===== config.mk =====
export PLATFORM = sky130hd
export DESIGN_NAME = id_ex_hazard_reg
export DESIGN_NICKNAME = d
export VERILOG_FILES = /design/src/rtl/mips_pkg.sv /design/src/rtl/load_use_detect.sv /design/src/rtl/id_ex_hazard_reg.sv
export SDC_FILE = /design/constraint.sdc
export NUM_CORES = 1
export LEC_CHECK = 0
export CAP_MARGIN = 10
export CORE_MARGIN = 2
export CORE_UTILIZATION = 30
export CTS_CLUSTER_SIZE = 28
export DETAILED_ROUTE_END_ITERATION = 12
export GPL_ROUTABILITY_DRIVEN = 0
export PLACE_DENSITY = 0.66
export SLEW_MARGIN = 40
export SYNTH_ARGS = -nofsm -noshare
export SYNTH_HDL_FRONTEND = slang
export SYNTH_SLANG_ARGS = --single-unit

===== constraint.sdc =====
create_clock -name clk -period 1.8 [get_ports clk]
set_input_delay 0.18 -clock clk [delete_from_list [all_inputs] [get_ports clk]]
set_output_delay 0.18 -clock clk [all_outputs]
set_load 0.005 [all_outputs]

===== src/rtl/mips_pkg.sv =====
// Shared definitions for the MIPS pipeline: id_ctrl bit layout, register
// address width, bubble encoding and hazard FSM states.
package mips_pkg;

    localparam int unsigned CTRL_W      = 8;
    localparam int unsigned REG_ADDR_W  = 5;
    localparam int unsigned STALL_CNT_W = 2;

    // id_ctrl = {reg_write, mem_read, mem_write, mem_to_reg, alu_src, reg_dst, alu_op[1:0]}
    localparam int unsigned CTRL_REG_WRITE  = 7;
    localparam int unsigned CTRL_MEM_READ   = 6;
    localparam int unsigned CTRL_MEM_WRITE  = 5;
    localparam int unsigned CTRL_MEM_TO_REG = 4;
    localparam int unsigned CTRL_ALU_SRC    = 3;
    localparam int unsigned CTRL_REG_DST    = 2;
    localparam int unsigned CTRL_ALU_OP     = 0;
    localparam int unsigned CTRL_ALU_OP_W   = 2;

    localparam logic [CTRL_W-1:0] BUBBLE_CTRL = 8'h00;

    typedef enum logic [0:0] {
        ST_IDLE  = 1'b0,
        ST_STALL = 1'b1
    } hz_state_t;

    typedef struct packed {
        logic                     reg_write;
        logic                     mem_read;
        logic                     mem_write;
        logic                     mem_to_reg;
        logic                     alu_src;
        logic                     reg_dst;
        logic [CTRL_ALU_OP_W-1:0] alu_op;
    } id_ctrl_t;

    // Unpack a raw control byte into named fields.
    function automatic id_ctrl_t ctrl_fields(input logic [CTRL_W-1:0] c);
        id_ctrl_t f;
        f.reg_write  = c[CTRL_REG_WRITE];
        f.mem_read   = c[CTRL_MEM_READ];
        f.mem_write  = c[CTRL_MEM_WRITE];
        f.mem_to_reg = c[CTRL_MEM_TO_REG];
        f.alu_src    = c[CTRL_ALU_SRC];
        f.reg_dst    = c[CTRL_REG_DST];
        f.alu_op     = c[CTRL_ALU_OP +: CTRL_ALU_OP_W];
        return f;
    endfunction

endpackage


===== src/rtl/load_use_detect.sv =====
// Combinational load-use hazard detector: a load in EX whose destination
// is a source of the valid instruction in ID.
module load_use_detect
    import mips_pkg::*;
(
    input  logic                  ex_valid,
    input  logic                  ex_mem_read,
    input  logic [REG_ADDR_W-1:0] ex_reg_dest,
    input  logic                  id_valid,
    input  logic [REG_ADDR_W-1:0] id_reg_rs,
    input  logic [REG_ADDR_W-1:0] id_reg_rt,
    input  logic                  id_uses_rt,
    output logic                  haz_c
);

    logic dest_nonzero;
    logic rs_match;
    logic rt_match;

    assign dest_nonzero = (ex_reg_dest != REG_ADDR_W'(0));
    assign rs_match     = (ex_reg_dest == id_reg_rs);
    assign rt_match     = id_uses_rt && (ex_reg_dest == id_reg_rt);

    assign haz_c = ex_valid && ex_mem_read && dest_nonzero && id_valid
                   && (rs_match || rt_match);

endmodule


===== src/rtl/id_ex_hazard_reg.sv =====
// ID/EX pipeline register with load-use stall and branch flush.
// Optional macro STALL_COUNTER_EN adds a saturating stall_count output.
module id_ex_hazard_reg
    import mips_pkg::*;
#(
    parameter int unsigned DATA_W       = 32,
    parameter int unsigned STALL_CYCLES = 1
) (
    input  logic                  clk,
    input  logic                  reset,
    input  logic                  flush,
    input  logic                  id_valid,
    input  logic [REG_ADDR_W-1:0] id_reg_rs,
    input  logic [REG_ADDR_W-1:0] id_reg_rt,
    input  logic [REG_ADDR_W-1:0] id_reg_rd,
    input  logic                  id_uses_rt,
    input  logic [DATA_W-1:0]     id_read_data_1,
    input  logic [DATA_W-1:0]     id_read_data_2,
    input  logic [DATA_W-1:0]     id_imm,
    input  logic [CTRL_W-1:0]     id_ctrl,
    output logic [REG_ADDR_W-1:0] EX_reg_rs,
    output logic [REG_ADDR_W-1:0] EX_reg_rt,
    output logic [REG_ADDR_W-1:0] EX_reg_dest,
    output logic [DATA_W-1:0]     EX_read_data_1,
    output logic [DATA_W-1:0]     EX_read_data_2,
    output logic [DATA_W-1:0]     EX_imm,
    output logic [CTRL_W-1:0]     EX_ctrl,
    output logic                  EX_valid,
    output logic                  pc_write,
    output logic                  if_id_write,
    output logic                  stall
`ifdef STALL_COUNTER_EN
    ,
    output logic [31:0]           stall_count
`endif
);

    typedef struct packed {
        logic                  valid;
        logic [REG_ADDR_W-1:0] rs;
        logic [REG_ADDR_W-1:0] rt;
        logic [REG_ADDR_W-1:0] dest;
        logic [DATA_W-1:0]     rd1;
        logic [DATA_W-1:0]     rd2;
        logic [DATA_W-1:0]     imm;
        logic [CTRL_W-1:0]     ctrl;
    } ex_reg_t;

    hz_state_t              state_q;
    hz_state_t              state_d;
    logic [STALL_CNT_W-1:0] cnt_q;
    logic [STALL_CNT_W-1:0] cnt_d;
    logic                   haz;
    logic                   load_bubble;
    ex_reg_t                ex_q;
    ex_reg_t                ex_d;

    load_use_detect u_load_use_detect (
        .ex_valid    (ex_q.valid),
        .ex_mem_read (ex_q.ctrl[CTRL_MEM_READ]),
        .ex_reg_dest (ex_q.dest),
        .id_valid    (id_valid),
        .id_reg_rs   (id_reg_rs),
        .id_reg_rt   (id_reg_rt),
        .id_uses_rt  (id_uses_rt),
        .haz_c       (haz)
    );

    // Hazard FSM state register.
    always_ff @(posedge clk or negedge reset) begin
        if (!reset) begin
            state_q <= ST_IDLE;
            cnt_q   <= '0;
        end else begin
            state_q <= state_d;
            cnt_q   <= cnt_d;
        end
    end

    // Next state, bubble request and stall; flush overrides everything.
    always_comb begin
        state_d     = state_q;
        cnt_d       = cnt_q;
        load_bubble = 1'b0;
        stall       = 1'b0;
        if (flush) begin
            state_d     = ST_IDLE;
            cnt_d       = '0;
            load_bubble = 1'b1;
        end else begin
            case (state_q)
                ST_IDLE: begin
                    if (haz) begin
                        stall       = 1'b1;
                        load_bubble = 1'b1;
                        if (STALL_CYCLES > 1) begin
                            state_d = ST_STALL;
                            cnt_d   = STALL_CNT_W'(STALL_CYCLES - 1);
                        end
                    end
                end
                ST_STALL: begin
                    stall       = 1'b1;
                    load_bubble = 1'b1;
                    cnt_d       = cnt_q - STALL_CNT_W'(1);
                    if (cnt_q <= STALL_CNT_W'(1)) begin
                        state_d = ST_IDLE;
                        cnt_d   = '0;
                    end
                end
                default: begin
                    state_d = ST_IDLE;
                    cnt_d   = '0;
                end
            endcase
        end
    end

    assign pc_write    = ~stall;
    assign if_id_write = ~stall;

    // Next EX contents: all-zero bubble or the decoded ID instruction.
    always_comb begin
        ex_d      = '0;
        ex_d.ctrl = BUBBLE_CTRL;
        if (!load_bubble && id_valid) begin
            ex_d.valid = 1'b1;
            ex_d.rs    = id_reg_rs;
            ex_d.rt    = id_reg_rt;
            ex_d.dest  = id_ctrl[CTRL_REG_DST] ? id_reg_rd : id_reg_rt;
            ex_d.rd1   = id_read_data_1;
            ex_d.rd2   = id_read_data_2;
            ex_d.imm   = id_imm;
            ex_d.ctrl  = id_ctrl;
        end
    end

    always_ff @(posedge clk or negedge reset) begin
        if (!reset) begin
            ex_q <= '0;
        end else begin
            ex_q <= ex_d;
        end
    end

    assign EX_valid       = ex_q.valid;
    assign EX_reg_rs      = ex_q.rs;
    assign EX_reg_rt      = ex_q.rt;
    assign EX_reg_dest    = ex_q.dest;
    assign EX_read_data_1 = ex_q.rd1;
    assign EX_read_data_2 = ex_q.rd2;
    assign EX_imm         = ex_q.imm;
    assign EX_ctrl        = ex_q.ctrl;

`ifdef STALL_COUNTER_EN
    // Saturating count of stalled clock edges.
    always_ff @(posedge clk or negedge reset) begin
        if (!reset) begin
            stall_count <= '0;
        end else if (stall && !flush && (stall_count != 32'hFFFF_FFFF)) begin
            stall_count <= stall_count + 32'd1;
        end
    end
`endif

endmodule


Yosys cells after proc, flatten, opt, wreduce, memory -nomap -nowiden. Cells that the tools add are included.

Register bits: 123. Input bits: 124. Output and inout port bits: 123. Word-level logic and storage cells: 38.

Add/subtract/negate cells: 1. Order comparisons: 1. Eq/ne operators: 2. Multiplexer cells: 12. Bitwise logic cells: 2. Reduce and logical (&&, ||, !) cells: 10.

Operator list (count): 2-to-1 mux 120 bit (1); equality test 5 bit (2); logical AND 1 bit (6); 2-to-1 mux 1 bit (6); 2-to-1 mux 2 bit (3); 2-to-1 mux 5 bit (1); nonzero test 5 bit (1); less-or-equal comparator 2 x 1 -> 1 bit (second input constant) (1); inverter 1 bit (2); case mux 1 bit (2 select lines) (1); nonzero test 2 bit (1); subtractor 2 x 1 -> 2 bit (second input constant) (1); zero test 1 bit (1); logical OR 1 bit (1).

Logic depth before layout (Yosys ltp).
Word-level depth: 10. Gate-level depth with buffers: 7. Depth with buffers taken out: 4.

By module. Synthesis repeated with hierarchy kept, for this count alone.

Cell total of the unflattened synthesis: 290. Area, all modules: 4177.8 sq um.

Modules (own cells, without submodules): id_ex_hazard_reg (instances 1, cells an instance 273, area each 4047.6 sq um, sequential area each 3078.0 sq um); load_use_detect (instances 1, cells an instance 17, area each 130.1 sq um, sequential area each 0.0 sq um).

Worst setup path after synthesis. Ideal clock, no wire load.

Path type: flip-flop to output port. From: register ex_q, in the netlist EX_reg_dest[4]. To: output port pc_write. Data arrival time: 1.498 ns. Required time: 1.620 ns. Path slack: 0.122 ns. Cell stages (with the launch flop): 8. Buffers on the path: 3. Cell sequence: dfrtp_1 > xnor2_1 > nand3_1 > o22ai_2 > buf_6 > buf_6 > a31oi_1 > buf_4.

Longest elaborated chain between the ends: 8. Elaborated cells on any way between the ends: 12. Classes of those cells: eq/ne (2); mux (3); bitwise (1); reduce/logical (6).

RTL lines: start: declaration (line id_ex_hazard_reg.sv:55) `ex_reg_t ex_q;`; start signal: assignment (line id_ex_hazard_reg.sv:140) `ex_q <= '0;`; start signal: assignment (line id_ex_hazard_reg.sv:142) `ex_q <= ex_d;`; equality test 5 bit / nonzero test 5 bit (equally long branches) (line load_use_detect.sv:22, load_use_detect.sv:20); logical AND 1 bit (on tied branches) (line load_use_detect.sv:22, load_use_detect.sv:24); logical OR 1 bit / logical AND 1 bit (equally long branches) (line load_use_detect.sv:25, load_use_detect.sv:24); logical AND 1 bit * (line load_use_detect.sv:25) `&& (rs_match || rt_match);`; 2-to-1 mux 1 bit * (line id_ex_hazard_reg.sv:93) `if (haz) begin`; case mux 1 bit (2 select lines) * (line id_ex_hazard_reg.sv:91) `case (state_q)`; 2-to-1 mux 1 bit * (line id_ex_hazard_reg.sv:86) `if (flush) begin`; inverter 1 bit *; end: declaration (line id_ex_hazard_reg.sv:29) `output logic pc_write,`.

Every way passes the cells marked *; elsewhere a longest branch is shown, timed or not.

Worst setup path after layout.
From: register ex_q, in the netlist EX_reg_dest[1]. To: output port stall.

Longest elaborated chain between the ends: 7. Elaborated cells on any way between the ends: 11. Classes of those cells: eq/ne (2); mux (3); reduce/logical (6).

RTL lines: equality test 5 bit / nonzero test 5 bit (equally long branches) (line load_use_detect.sv:22, load_use_detect.sv:20); logical AND 1 bit (on tied branches) (line load_use_detect.sv:22, load_use_detect.sv:24); logical OR 1 bit / logical AND 1 bit (equally long branches) (line load_use_detect.sv:25, load_use_detect.sv:24); logical AND 1 bit * (line load_use_detect.sv:25); 2-to-1 mux 1 bit * (line id_ex_hazard_reg.sv:93); case mux 1 bit (2 select lines) * (line id_ex_hazard_reg.sv:91); 2-to-1 mux 1 bit * (line id_ex_hazard_reg.sv:86); end: declaration (line id_ex_hazard_reg.sv:31) `output logic stall`.

Marks and branches as above.

==> metrics <==
leak pwr slightly below 4 nW; cell count after synthesis ~430; Final Worst Setup Slack -0.0713 ns; Mean Syn Cell Area roughly 12 µm²; Syn Std Cell Area ~5300 µm²; final hold vios 0; maximum clock path buffer count 2; Post-DP HPWL approximately 10 mm; relative slew slack roughly 56%; port bufs approximately 250; worst path bufs/invs 1; gr usage total about 15%; clk sinks roughly 120; Die X-Extent ~140 µm; CTS tree built; Slowest-stage cell, CP dfrtp_2; yosys warns 0; Nets between 800 and 900; GRT Residual Overflow 0; die area between 15000 and 20000 µm²; max cap viols 0; Die Y ~140 µm; Hold Slack between 0.2 and 0.3 ns; FF-to-FF setup slack about 0.040 ns; worst slack at placement -0.324 ns; DR vias ~4200; DR pass1 iterations 4; via density per instance around 4.5; FF-to-FF Start EX_reg_dest[1]; status finished, violations left; failing checks setup timing; Crit. End Element primary output; hold_sp id_imm[12]; Max Clock Skew around 0.0058 ns; #FFs+latches synth between 100 and 150; first-pass GRT wire length 22.0 mm; Hold Path Class primary input to flip-flop; post-synth cell types 25; total CTS buffers 17; FP Rows between 40 and 50; Worst Path Arrival 1.69 ns; ant diodes 0; DR DRC count 0; initial antenna violation count 0; clock-pin transition on the worst setup and hold timing paths approximately 0.06 ns; CTS Root Cell clkbuf_16; ANT nets after route 0; CP Class flip-flop to primary output; Tmin final 1.87 ns; Worst setup startpoint EX_reg_dest[1]; Fillers between 1500 and 2000; RSZ-0062 raised after global routing true; # IOs around 250; period utilization 104%; detailed router's first-iteration violation count about 170; initial cell density of the core between 30% and 40%; Worst path max stage delay around 0.46 ns; vias in the first global route approximately 4300; largest fanout on the critical path 4; crit path cell chain xnor2_2, nand4_1, o22ai_4, a31o_4, buf_6; H-tree depth 4; Final Core Density 51.5%; clk_lat worst skew just over 0.4 ns; Setup crit start kind flip-flop; Slew @ Worst Pin about 0.66 ns; CP Data Required Time approximately 1.6 ns; setup total negative slack -0.182 ns; Synth Net Count roughly 560; Area Overhead vs Synth 67.7%; Total Wirelength approximately 15 mm; drt wl/cell around 16 µm; cell family with most CP delay flip-flops; worst ir drop on vdd roughly 560 µV; fin. max-slew vios 0; FMAX ~530 MHz; largest net degree at the start of global routing between 100 and 150; PwrDens 787 nW/µm²; Core Footprint about 17000 µm²; Seq/Total Area, Yosys roughly 58%; Final setup viols 3; share of post-route cells with drive strength above 1 23.4%
[sequential cells by signal (all words and copies together), names as in the netlist]
signal and flops:
state_q 1, EX_ctrl 8, EX_valid 1, cnt_q 2
EX_reg_rt 5, EX_reg_dest 5, EX_read_data_1 32, EX_reg_rs 5
EX_imm 32, EX_read_data_2 32
[worst reg2reg max path: stages (launching register included)]
cell,delay (ns)
dfrtp_2,0.46
xnor2_2,0.15
nand4_1,0.18
o22ai_4,0.22
buf_4,0.16
buf_6,0.17
buf_8,0.20
a211oi_2,0.09
[routing by layer]
metal  up-vias  track usage, %  part of all wire [%]
met4         0            5.84                   2.0
li1       1945               -                     -
met1      2031            17.1                    38
met2       156            26.3                    53
met3        20            6.19                   7.7
met5         -               0                     0
[layout make-up]
class / instances / area, µm² / area share [%]
timing repair buffer: 280 / 2920 / 32.8
clock buffer: 19 / 433 / 4.86
clock inverter: 13 / 104 / 1.17
multi-input combinational: 154 / 1650 / 18.5
inverter: 115 / 432 / 4.85
sequential: 123 / 3080 / 34.6
tap: 225 / 282 / 3.16
[path summary, 6_finish.rpt]
kind | cells past startpoint | end
hold / removal | 3 | EX_imm[12]
min in group asynchronous | 3 | EX_reg_rt[4]
hold reg to reg | 2 | cnt_q[0]
max in group asynchronous | 3 | EX_ctrl[0]
setup reg to reg | 7 | EX_read_data_1[16]
setup / recovery | 5 | stall
[stage by stage]
stage	cell area [µm²]	cells	power (mW)
after detailed placement	8090	887	3.91
after CTS	8700	922	7.05
after floorplan	5310	434	3.27
after global routing	8910	929	7.35
final	8910	929	7.01
after global placement	8090	887	3.90
[Yosys cell counts, drive strengths merged]
library cell,n,area share [%]
nand4,1,0.12
nor3,1,0.094
mux2i,5,0.94
nand3b,1,0.14
a31o,1,0.16
a31oi,1,0.12
nor2b,3,0.35
nand3,2,0.19
and3,1,0.12
xnor2,10,1.6
nor2,2,0.14
a21oi,3,0.35
inv,115,8.1
clkbuf,10,0.71
a211oi,119,24
o22ai,1,0.24
dfrtp,123,58
nor3b,1,0.14
buf,32,4.1
nand2,2,0.14
[kinds of logic (layout without fill, tap and decap cells)]
group | count (synthesis) | after routing | synth area share, %
multiplexers | 5 | 5 | 0.942
XOR/XNOR | 10 | 10 | 1.65
buffers and inverters | 157 | 427 | 13.0
AND/OR/NAND/NOR | 14 | 14 | 1.44
AO/OA/AOI/OAI | 125 | 125 | 25.0
flip-flops | 123 | 123 | 58.0
[layout by cell type, fill, tap and decap left out, types with 2 or more instances in the layout]
master and count:
buf_12 6, nor2_1 2, xnor2_1 2, a21oi_1 2
clkinvlp_4 4, clkbuf_1 2, a211oi_2 79, mux2i_1 5
nand2_1 2, buf_6 7, inv_1 115, a211oi_1 40
buf_2 2, clkdlybuf4s50_1 242, clkbuf_16 21, nor2b_1 3
buf_4 15, buf_16 2, clkinv_2 7, dfrtp_2 5
xnor2_2 8, dfrtp_1 118
[repair_timing]
item                                   4_1_cts  5_1_grt
setup endpoints to repair                    3      105
cloned                                       0        7
hold buffers                                 1        0
pin swaps                                   10        4
setup buffers                                2        0
resized for setup                           26       12
endpoints found under the hold margin      123        0
[power breakdown]
part           internal [mW]  switching [mW]  total (mW)
combinational          0.602           0.412        1.01
sequential              2.87          0.0407        2.91
clock                   1.88            1.21        3.08
total                   5.35            1.66        7.01
(Power assumes the default switching activity.)
